<file path="src/rtl/muldiv_unit_pkg.sv">
// Shared encodings and sizing for the iterative multiply/divide unit that owns HI/LO.
package muldiv_unit_pkg;
  localparam int MD_XLEN = 32;
  localparam int ITER    = 32;
  localparam int CNT_W   = $clog2(ITER);

  typedef enum logic [1:0] {
    MD_MULT  = 2'd0,
    MD_MULTU = 2'd1,
    MD_DIV   = 2'd2,
    MD_DIVU  = 2'd3
  } md_op_e;

  typedef enum logic [1:0] {
    IDLE = 2'd0,
    RUN  = 2'd1,
    FIX  = 2'd2
  } md_state_e;

  function automatic logic op_is_signed(md_op_e op);
    return (op == MD_MULT) || (op == MD_DIV);
  endfunction
endpackage

</file>
<file path="src/rtl/muldiv_signfix.sv">
// All sign handling: operand magnitudes and result/remainder signs at capture,
// and the final negation of the raw unsigned result before it lands in HI/LO.
module muldiv_signfix
  import muldiv_unit_pkg::*;
(
  input  logic [MD_XLEN-1:0]   a,
  input  logic [MD_XLEN-1:0]   b,
  input  logic                 is_signed,
  output logic [MD_XLEN-1:0]   mag_a,
  output logic [MD_XLEN-1:0]   mag_b,
  output logic                 res_neg,
  output logic                 rem_neg,
  input  logic                 is_div,
  input  logic                 fix_res_neg,
  input  logic                 fix_rem_neg,
  input  logic [2*MD_XLEN-1:0] raw,
  output logic [2*MD_XLEN-1:0] fixed
);
  localparam int MSB = MD_XLEN - 1;

  assign mag_a   = (is_signed && a[MSB]) ? -a : a;
  assign mag_b   = (is_signed && b[MSB]) ? -b : b;
  assign res_neg = is_signed && (a[MSB] ^ b[MSB]);
  assign rem_neg = is_signed && a[MSB];

  // Divide keeps {remainder, quotient} and fixes each half independently
  always_comb begin
    fixed = raw;
    if (is_div) begin
      fixed[2*MD_XLEN-1:MD_XLEN] = fix_rem_neg ? -raw[2*MD_XLEN-1:MD_XLEN] : raw[2*MD_XLEN-1:MD_XLEN];
      fixed[MD_XLEN-1:0]         = fix_res_neg ? -raw[MD_XLEN-1:0] : raw[MD_XLEN-1:0];
    end else if (fix_res_neg) begin
      fixed = -raw;
    end
  end
endmodule

</file>
<file path="src/rtl/muldiv_unit.sv">
// Iterative MULT/MULTU/DIV/DIVU responder with HI/LO ownership: 32 shift-add or
// restoring-divide steps on a 64-bit register, then one FIX cycle that writes HI/LO.
module muldiv_unit
  import muldiv_unit_pkg::*;
#(
  parameter int XLEN = MD_XLEN
) (
  input  logic            CLK,
  input  logic            RST,
  input  logic            start,
  input  logic [1:0]      op,
  input  logic [XLEN-1:0] A,
  input  logic [XLEN-1:0] B,
  input  logic            mthi,
  input  logic            mtlo,
  input  logic [XLEN-1:0] wdata,
  output logic            busy,
  output logic            done,
  output logic [XLEN-1:0] HI,
  output logic [XLEN-1:0] LO
);
  md_state_e         state, state_nxt;
  logic [CNT_W-1:0]  cnt;
  logic              is_div_q, res_neg_q, rem_neg_q, div0_q;
  logic [XLEN-1:0]   opnd_q;   // multiplicand or divisor
  logic [2*XLEN-1:0] dp_q;     // {acc, multiplier} or {remainder, dividend/quotient}

  logic [XLEN-1:0]   mag_a, mag_b;
  logic              res_neg, rem_neg;
  logic [2*XLEN-1:0] fixed;
  logic              div_zero;

  assign div_zero = op[1] && (B == '0);
  assign busy     = (state != IDLE);

  muldiv_signfix u_signfix (
    .a           (A),
    .b           (B),
    .is_signed   (op_is_signed(md_op_e'(op))),
    .mag_a       (mag_a),
    .mag_b       (mag_b),
    .res_neg     (res_neg),
    .rem_neg     (rem_neg),
    .is_div      (is_div_q),
    .fix_res_neg (res_neg_q),
    .fix_rem_neg (rem_neg_q),
    .raw         (dp_q),
    .fixed       (fixed)
  );

  // One iteration step of either algorithm
  logic [XLEN:0]     mul_sum, div_sh;
  logic [XLEN-1:0]   div_diff;
  logic              div_ge;
  logic [2*XLEN-1:0] dp_step;

  always_comb begin
    mul_sum  = {1'b0, dp_q[2*XLEN-1:XLEN]} + (dp_q[0] ? {1'b0, opnd_q} : '0);
    div_sh   = {dp_q[2*XLEN-1:XLEN], dp_q[XLEN-1]};
    div_ge   = (div_sh >= {1'b0, opnd_q});
    div_diff = div_sh[XLEN-1:0] - opnd_q;
    if (is_div_q)
      dp_step = div_ge ? {div_diff, dp_q[XLEN-2:0], 1'b1}
                       : {div_sh[XLEN-1:0], dp_q[XLEN-2:0], 1'b0};
    else
      dp_step = {mul_sum, dp_q[XLEN-1:1]};
  end

  always_ff @(posedge CLK or posedge RST) begin
    if (RST) state <= IDLE;
    else     state <= state_nxt;
  end

  always_comb begin
    state_nxt = state;
    case (state)
      IDLE:    if (start) state_nxt = div_zero ? FIX : RUN;
      RUN:     if (cnt == CNT_W'(ITER - 1)) state_nxt = FIX;
      FIX:     state_nxt = IDLE;
      default: state_nxt = IDLE;
    endcase
  end

  always_ff @(posedge CLK or posedge RST) begin
    if (RST) begin
      cnt       <= '0;
      is_div_q  <= 1'b0;
      res_neg_q <= 1'b0;
      rem_neg_q <= 1'b0;
      div0_q    <= 1'b0;
      opnd_q    <= '0;
      dp_q      <= '0;
      HI        <= '0;
      LO        <= '0;
      done      <= 1'b0;
    end else begin
      done <= 1'b0;
      case (state)
        IDLE: begin
          if (start) begin
            is_div_q  <= op[1];
            res_neg_q <= res_neg;
            rem_neg_q <= rem_neg;
            div0_q    <= div_zero;
            cnt       <= '0;
            opnd_q    <= op[1] ? mag_b : mag_a;
            dp_q      <= {{XLEN{1'b0}}, (op[1] ? mag_a : mag_b)};
          end else begin
            if (mthi) HI <= wdata;
            if (mtlo) LO <= wdata;
          end
        end
        RUN: begin
          dp_q <= dp_step;
          cnt  <= cnt + 1'b1;
        end
        FIX: begin
          done <= 1'b1;
          if (!div0_q) {HI, LO} <= fixed;
        end
        default: ;
      endcase
    end
  end
endmodule

</file>
<file path="config.mk">
export PLATFORM = sky130hd
export DESIGN_NAME = muldiv_unit
export DESIGN_NICKNAME = d
export VERILOG_FILES = /design/src/rtl/muldiv_unit_pkg.sv /design/src/rtl/muldiv_signfix.sv /design/src/rtl/muldiv_unit.sv
export SDC_FILE = /design/constraint.sdc
export NUM_CORES = 1
export LEC_CHECK = 0
export CAP_MARGIN = 20
export CORE_MARGIN = 3
export CORE_UTILIZATION = 35
export CTS_CLUSTER_SIZE = 24
export DETAILED_ROUTE_END_ITERATION = 10
export DONT_BUFFER_PORTS = 1
export PLACE_DENSITY = 0.56
export SLEW_MARGIN = 20
export SYNTH_ARGS = -nofsm -noshare
export SYNTH_HDL_FRONTEND = slang
export SYNTH_SLANG_ARGS = --single-unit
export TNS_END_PERCENT = 100
</file>
<file path="constraint.sdc">
create_clock -name CLK -period 8.34 [get_ports CLK]
set_input_delay 2.502 -clock CLK [delete_from_list [all_inputs] [get_ports CLK]]
set_output_delay 2.502 -clock CLK [all_outputs]
set_load 0.02 [all_outputs]
</file>
==> run metrics, run 1 <==
outcome=completed; final clock skew=0.0163 ns; remaining number of nets flagged by the antenna check after routing=0; Max Buffers Root-to-Sink=2; Distinct cells, synth=75; area of the core=0.0422 mm^2; routability congestion estimate from global placement=0.949; violation count after the first detailed-route iteration=1,586; Total Die Area=0.0456 mm^2; sum of net half-perimeters after detailed placement=43,300 um; final hold violation count=0; number of CTS-inserted buffers=17; category of the worst setup path capture point=flop; pin count of the biggest net entering global routing=98; worst-case setup slack after placement=2.95 ns; f_max=0.196 GHz; number of max-slew violations in the final report=0; net count after synthesis=2,142; depth of the CTS H-tree=4; Row Count=75; main flop type after synthesis=sky130_fd_sc_hd__dfrtp_1; aggregate global routing overflow=0; post-cts gate resize count=0; count of mapped cells out of synthesis=1,967; flop and latch count out of synthesis=172; cells traversed along the worst timing path=or4_1 > nor3_1 > nand3_1 > nor2b_1 > nand3_1 > or3_1 > nand4_1 > o22ai_1; Maximum Capacitance Violations=0; post-detailed-route via-to-cell ratio=6.07; most prevalent standard cell on the critical path=sky130_fd_sc_hd__nand3_1; Worst Setup Path Type=in -> reg; layout cells sized above 1=4.56%; biggest fanout along the worst timing path=8; initial antenna violation count=1; number of remaining DRC errors=0; final setup slack of the worst path=3.24 ns; aggregate negative setup slack=0 ns; Syn. warnings=0; maximum cell stage delay along the critical path=0.73 ns; number of top-level pins=169; data arrival time of the critical path=5.40 ns; total power per unit cell area=482 mW/mm^2; final layout net count=2,048; vias after detailed routing=14,719; async set or reset register ratio after synthesis=100%; number of enable flip-flop cells after synthesis=0; unrepaired setup endpoints after global routing=false; mean area per synthesized cell=7.66 um^2; data required time at the worst endpoint=8.65 ns; vias in the first global route=13,925; clock root buffer=sky130_fd_sc_hd__clkbuf_16; CTS hold repair buffers=0; Worst-path clk slew=0.07 ns; total clock sinks=172; relative slew slack=28.0%; maximum vdd ir drop=0.210 mV; setup violation total in the final timing report=0; Hold Path Class=reg -> reg; Die Ht=214 um; netlist area before placement=0.0151 mm^2; overall die width=214 um; clock latency on the worst-skew pair=0.46 ns; # port buffers=0; gr usage total=24.3%; final wirelength=56,200 um; Routed wire per std cell=23.1 um; Seq/Total Area, Yosys=28.6%; final cycle utilization of the critical path=61.1%; critical-path cell with the highest stage delay=sky130_fd_sc_hd__nor2b_1; type of origin of the critical path=input pin; Final min period=5.10 ns; Initial Util=35.7%; static leakage=0.00655 uW; pin slew with the least headroom to its limit=1.08 ns; post-CTS setup buffer count=0; Synth-to-Final Area Change=6.17%; global-route wire length before repair=85,300 um; TritonCTS clock tree=yes; number of iterations in the first detailed-routing pass=7
metrics by stage:
stage | cell area, um^2 | utilization [%] | hold slack [ns] | std cells | total power [uW]
after floorplan | 15100 | - | 0.447 | 1967 | 5440
after global placement | 15400 | 36.5 | 0.467 | 2393 | 6780
after detailed placement | 15400 | 36.5 | 0.469 | 2393 | 6820
after CTS | 16000 | 37.9 | 0.484 | 2425 | 7660
after global routing | 16000 | 37.9 | 0.503 | 2426 | 8320
final | 16000 | 37.9 | 0.484 | 2426 | 7710
path summary, 6_finish.rpt:
check	from	end	slack, ns	cells after the start
max	B[2]	dp_q[30]	3.24	8
min	opnd_q[10]	opnd_q[10]	0.48	1
max reg2reg	dp_q[42]	dp_q[58]	4.23	9
min in group asynchronous	RST	LO[3]	1.99	1
max in group asynchronous	RST	is_div_q	4.99	2
min reg2reg	opnd_q[10]	opnd_q[10]	0.48	1
cells in the final DEF, fill, tap and decap left out, drive strengths merged, types with 6 or more instances in the layout:
cell    Yosys  final
nor2      220    220
nand2     218    218
o21ai     184    184
dfrtp     172    172
a21oi     167    167
xnor2      94     94
xor2       78     78
ha         70     70
inv        64     69
mux2i      51     51
o31ai      46     46
nor3       42     42
a211oi     36     36
nand3      31     31
a21o       26     26
a31oi      25     25
or3        20     20
nand2b     20     20
clkbuf    116     20
nand4      19     19
buf        16     19
or4        19     19
o211ai     18     18
nor4       16     16
a22oi      16     16
nor2b      16     16
and2       14     14
o221ai     14     14
and3       12     12
a221oi     10     10
o22ai       9      9
o41ai       9      9
o21a        8      8
mux2        7      7
clkinv      1      7
or2         6      6
a311oi      6      6
o21bai      6      6
synthesized netlist by cell type (all sizes together) (10+ instances only):
library cell | number | area (um^2)
dfrtp | 172 | 4300
and2 | 14 | 87.6
buf | 16 | 70.1
nand2b | 20 | 125
xnor2 | 94 | 823
a211oi | 36 | 270
a21o | 26 | 195
and3 | 12 | 75.1
nand3 | 31 | 155
o221ai | 14 | 123
nor4 | 16 | 100
a221oi | 10 | 87.6
or4 | 19 | 150
nand2 | 218 | 818
nor2b | 16 | 100
or3 | 20 | 130
a31oi | 25 | 156
a22oi | 16 | 120
o31ai | 46 | 345
nor2 | 220 | 828
nand4 | 19 | 119
clkbuf | 116 | 435
a21oi | 167 | 840
mux2i | 51 | 510
ha | 70 | 876
o211ai | 18 | 135
xor2 | 78 | 683
inv | 64 | 240
o21ai | 184 | 921
nor3 | 42 | 210
report_power, final:
group	switching, uW	internal, uW	total [uW]
Clock	389	429	819
Sequential	880	1250	2140
Combinational	2850	1900	4760
Total	4120	3590	7710
sequential cells by signal (all words and copies together) (netlist names):
register	count
state	2
LO	32
is_div_q	1
HI	32
done	1
cnt	5
rem_neg_q	1
res_neg_q	1
opnd_q	32
dp_q	64
div0_q	1
area by class of cell:
| type | count | area, um^2 |
|---|---|---|
| tap | 539 | 674 |
| fill | 4445 | 26200 |
| antenna | 1 | 2.50 |
| timing repair buffer | 19 | 143 |
| multi-input combinational | 1598 | 10000 |
| clock buffer | 20 | 447 |
| clock inverter | 12 | 131 |
| sequential | 172 | 4310 |
| inverter | 65 | 249 |
worst max-delay path: cells and delay by family:
kind / cells / cell delay (ns)
and+or+nand+nor: 7 / 2.81
AOI/OAI and AO/OA: 1 / 0.09
per-layer routing:
metal	up-vias	track usage [%]	part of all wire (%)
li1	6913	-	-
met1	7121	33.0	44
met2	588	38.4	44
met3	97	6.14	8.8
met4	0	7.13	2.9
met5	-	0	0
logic make-up after synthesis:
logic type | count (synthesis) | share of synthesized area, %
and+or+nand+nor | 669 | 20.5
xor gates and xnor gates | 172 | 10.0
buffers and inverters | 197 | 4.97
adders and majority gates | 72 | 6.08
DFF | 172 | 28.6
muxes | 58 | 3.91
AOI/OAI and AO/OA | 627 | 26.0
No activity file was read; power rests on OpenSTA's default activity.
==> inputs of run 2 (changes only) <==
--- a/config.mk
+++ b/config.mk
@@ -11,7 +11,7 @@
 export CTS_CLUSTER_SIZE = 24
 export DETAILED_ROUTE_END_ITERATION = 10
 export DONT_BUFFER_PORTS = 1
-export PLACE_DENSITY = 0.56
+export PLACE_DENSITY = 0.58
 export SLEW_MARGIN = 20
 export SYNTH_ARGS = -nofsm -noshare
 export SYNTH_HDL_FRONTEND = slang
==> constraint.sdc (replaced) <==
create_clock -name CLK -period 4.3 [get_ports CLK]
set_input_delay 1.29 -clock CLK [delete_from_list [all_inputs] [get_ports CLK]]
set_output_delay 1.29 -clock CLK [all_outputs]
set_load 0.02 [all_outputs]
==> run metrics, run 2 (same netlist as run 1, synthesis figures left out) <==
Routed wire per std cell=22.6 um (-2.2%); biggest fanout along the worst timing path=27 (+19); Total Die Area=0.0456 mm^2 (unchanged); total power per unit cell area=933 mW/mm^2 (+94%); post-detailed-route via-to-cell ratio=6.03 (-0.69%); post-CTS setup buffer count=0 (unchanged); top library cells by usage in the layout, fill and taps aside=sky130_fd_sc_hd__nor2_1, sky130_fd_sc_hd__nand2_1, sky130_fd_sc_hd__o21ai_0, sky130_fd_sc_hd__dfrtp_1, sky130_fd_sc_hd__a21oi_1; overall die width=214 um (unchanged); number of iterations in the first detailed-routing pass=5 (-2); category of the worst setup path capture point=flop; outcome=completed; data required time at the worst endpoint=4.63 ns (-4.02 ns); # port buffers=0 (unchanged); unrepaired setup endpoints after global routing=false; fill count=4,393 (-1.2%); gr usage total=24.2% (-0.12 points); layout cells sized above 1=6.59% (+2.0 points); number of flip-flops in the largest register=64 (unchanged); clock latency on the worst-skew pair=0.46 ns (about the same); CTS hold repair buffers=0 (unchanged); most common cell after layout, fill and taps aside=sky130_fd_sc_hd__nor2_1; final clock skew=0.0196 ns (+0.00322 ns); Row Count=75 (unchanged); total clock sinks=172 (unchanged); Synth-to-Final Area Change=8.53%; Reg with most FFs=dp_q; number of CTS-inserted buffers=17 (unchanged); Die Ht=214 um (unchanged); static leakage=0.00676 uW (+3.1%); data arrival time of the critical path=4.11 ns (-1.29 ns); global-route wire length before repair=84,600 um (-0.83%); Final Hold Slack=0.487 ns (+0.00390 ns); post-cts gate resize count=0 (unchanged); setup violation total in the final timing report=0 (unchanged); aggregate global routing overflow=0 (unchanged); violation count after the first detailed-route iteration=1,483 (-6.5%); clock root buffer=sky130_fd_sc_hd__clkbuf_16; Max Buffers Root-to-Sink=2 (unchanged); pin count of the biggest net entering global routing=98 (unchanged); number of top-level pins=169 (unchanged); area of the core=0.0422 mm^2 (unchanged); relative slew slack=29.6% (+1.6 points); Final min period=3.78 ns; sum of net half-perimeters after detailed placement=44,100 um (+1.9%); type of origin of the critical path=flop; pin slew with the least headroom to its limit=1.05 ns (-0.0240 ns); Initial Util=35.7% (unchanged); Hold Path Class=reg -> reg; final cycle utilization of the critical path=87.9%; Maximum Capacitance Violations=0 (unchanged); f_max=0.264 GHz; final hold violation count=0 (unchanged); maximum vdd ir drop=0.424 mV (+100%); TritonCTS clock tree=yes; final wirelength=55,900 um (-0.54%); number of remaining DRC errors=0 (unchanged); Worst-path clk slew=0.07 ns (about the same); remaining number of nets flagged by the antenna check after routing=0 (unchanged); depth of the CTS H-tree=4 (unchanged); number of max-slew violations in the final report=0 (unchanged); vias in the first global route=14,015 (+0.65%); Worst Setup Path Type=reg -> reg; initial antenna violation count=0 (-1); aggregate negative setup slack=0 ns (unchanged); overall power=15,300 uW (+98%); routability congestion estimate from global placement=0.954 (+0.55%); vias after detailed routing=14,864 (+0.99%); final layout net count=2,090 (+2.1%)
-- run 2: changes by cell type in the layout (fill, tap and decap cells not counted), sizes merged --
cell      change
buf          +42
clkbuf        -2
clkinv        -2
clkinvlp      +4
inv           -1
-- run 2: area by class of cell --
cell class | count | area (um^2) | share of cell area (%)
Sequential cell | 172 | 4310 | 26.3
Timing Repair Buffer | 61 | 520 | 3.18
Antenna cell | 1 | 2.50 | 0.0153
Multi-Input combinational cell | 1598 | 10000 | 61.4
Clock inverter | 13 | 136 | 0.834
Clock buffer | 18 | 429 | 2.62
Tap cell | 539 | 674 | 4.12
Inverter | 65 | 248 | 1.51
-- run 2: power breakdown --
group	switching, uW	leakage, uW	internal, uW
Combinational	5960	0.00440	3930
Clock	755	0.000270	811
Sequential	1360	0.00209	2440
Total	8080	0.00676	7180
-- run 2: worst paths after layout --
check / to / cells after the start / start / slack, ns
setup / recovery: dp_q[58] / 13 / dp_q[0] / 0.52
hold / removal: opnd_q[15] / 2 / opnd_q[15] / 0.49
setup reg to reg: dp_q[58] / 13 / dp_q[0] / 0.52
hold reg to reg: opnd_q[15] / 2 / opnd_q[15] / 0.49
max in group asynchronous: dp_q[57] / 2 / RST / 2.86
min in group asynchronous: dp_q[7] / 1 / RST / 0.75
-- run 2: worst max-delay path, cell delays in order, from the launching register on --
cell                       delay (ns)
sky130_fd_sc_hd__dfrtp_1         0.53
sky130_fd_sc_hd__inv_1           0.28
sky130_fd_sc_hd__buf_4           0.34
sky130_fd_sc_hd__nor2_1          0.09
sky130_fd_sc_hd__ha_1            0.35
sky130_fd_sc_hd__o21ai_0         0.24
sky130_fd_sc_hd__a21oi_1         0.14
sky130_fd_sc_hd__o211ai_1        0.11
sky130_fd_sc_hd__a21boi_0        0.60
sky130_fd_sc_hd__a211oi_1        0.25
sky130_fd_sc_hd__nor2_1          0.18
sky130_fd_sc_hd__xor2_1          0.17
sky130_fd_sc_hd__nor2_1          0.07
sky130_fd_sc_hd__a221o_1         0.29
-- run 2: routing by layer --
metal / track usage (%) / vias to the layer above / wire, um
li1: - / 6994 / -
met1: 32.5 / 7104 / 24400
met2: 38.0 / 673 / 24500
met3: 6.51 / 93 / 5280
met4: 7.75 / 0 / 1680
met5: 0 / - / 0
-- run 2: per-stage QoR --
step / util, % / setup slack (ns) / cell area (um^2) / cells
6_report: 38.7 / 0.519 / 16400 / 2467
3_5_place_dp: 37.4 / 0.415 / 15800 / 2435
3_3_place_gp: 37.4 / 0.430 / 15800 / 2435
5_1_grt: 38.7 / 0.291 / 16400 / 2466
4_1_cts: 38.7 / 0.597 / 16400 / 2466
2_1_floorplan: - / 0.645 / 15100 / 1967
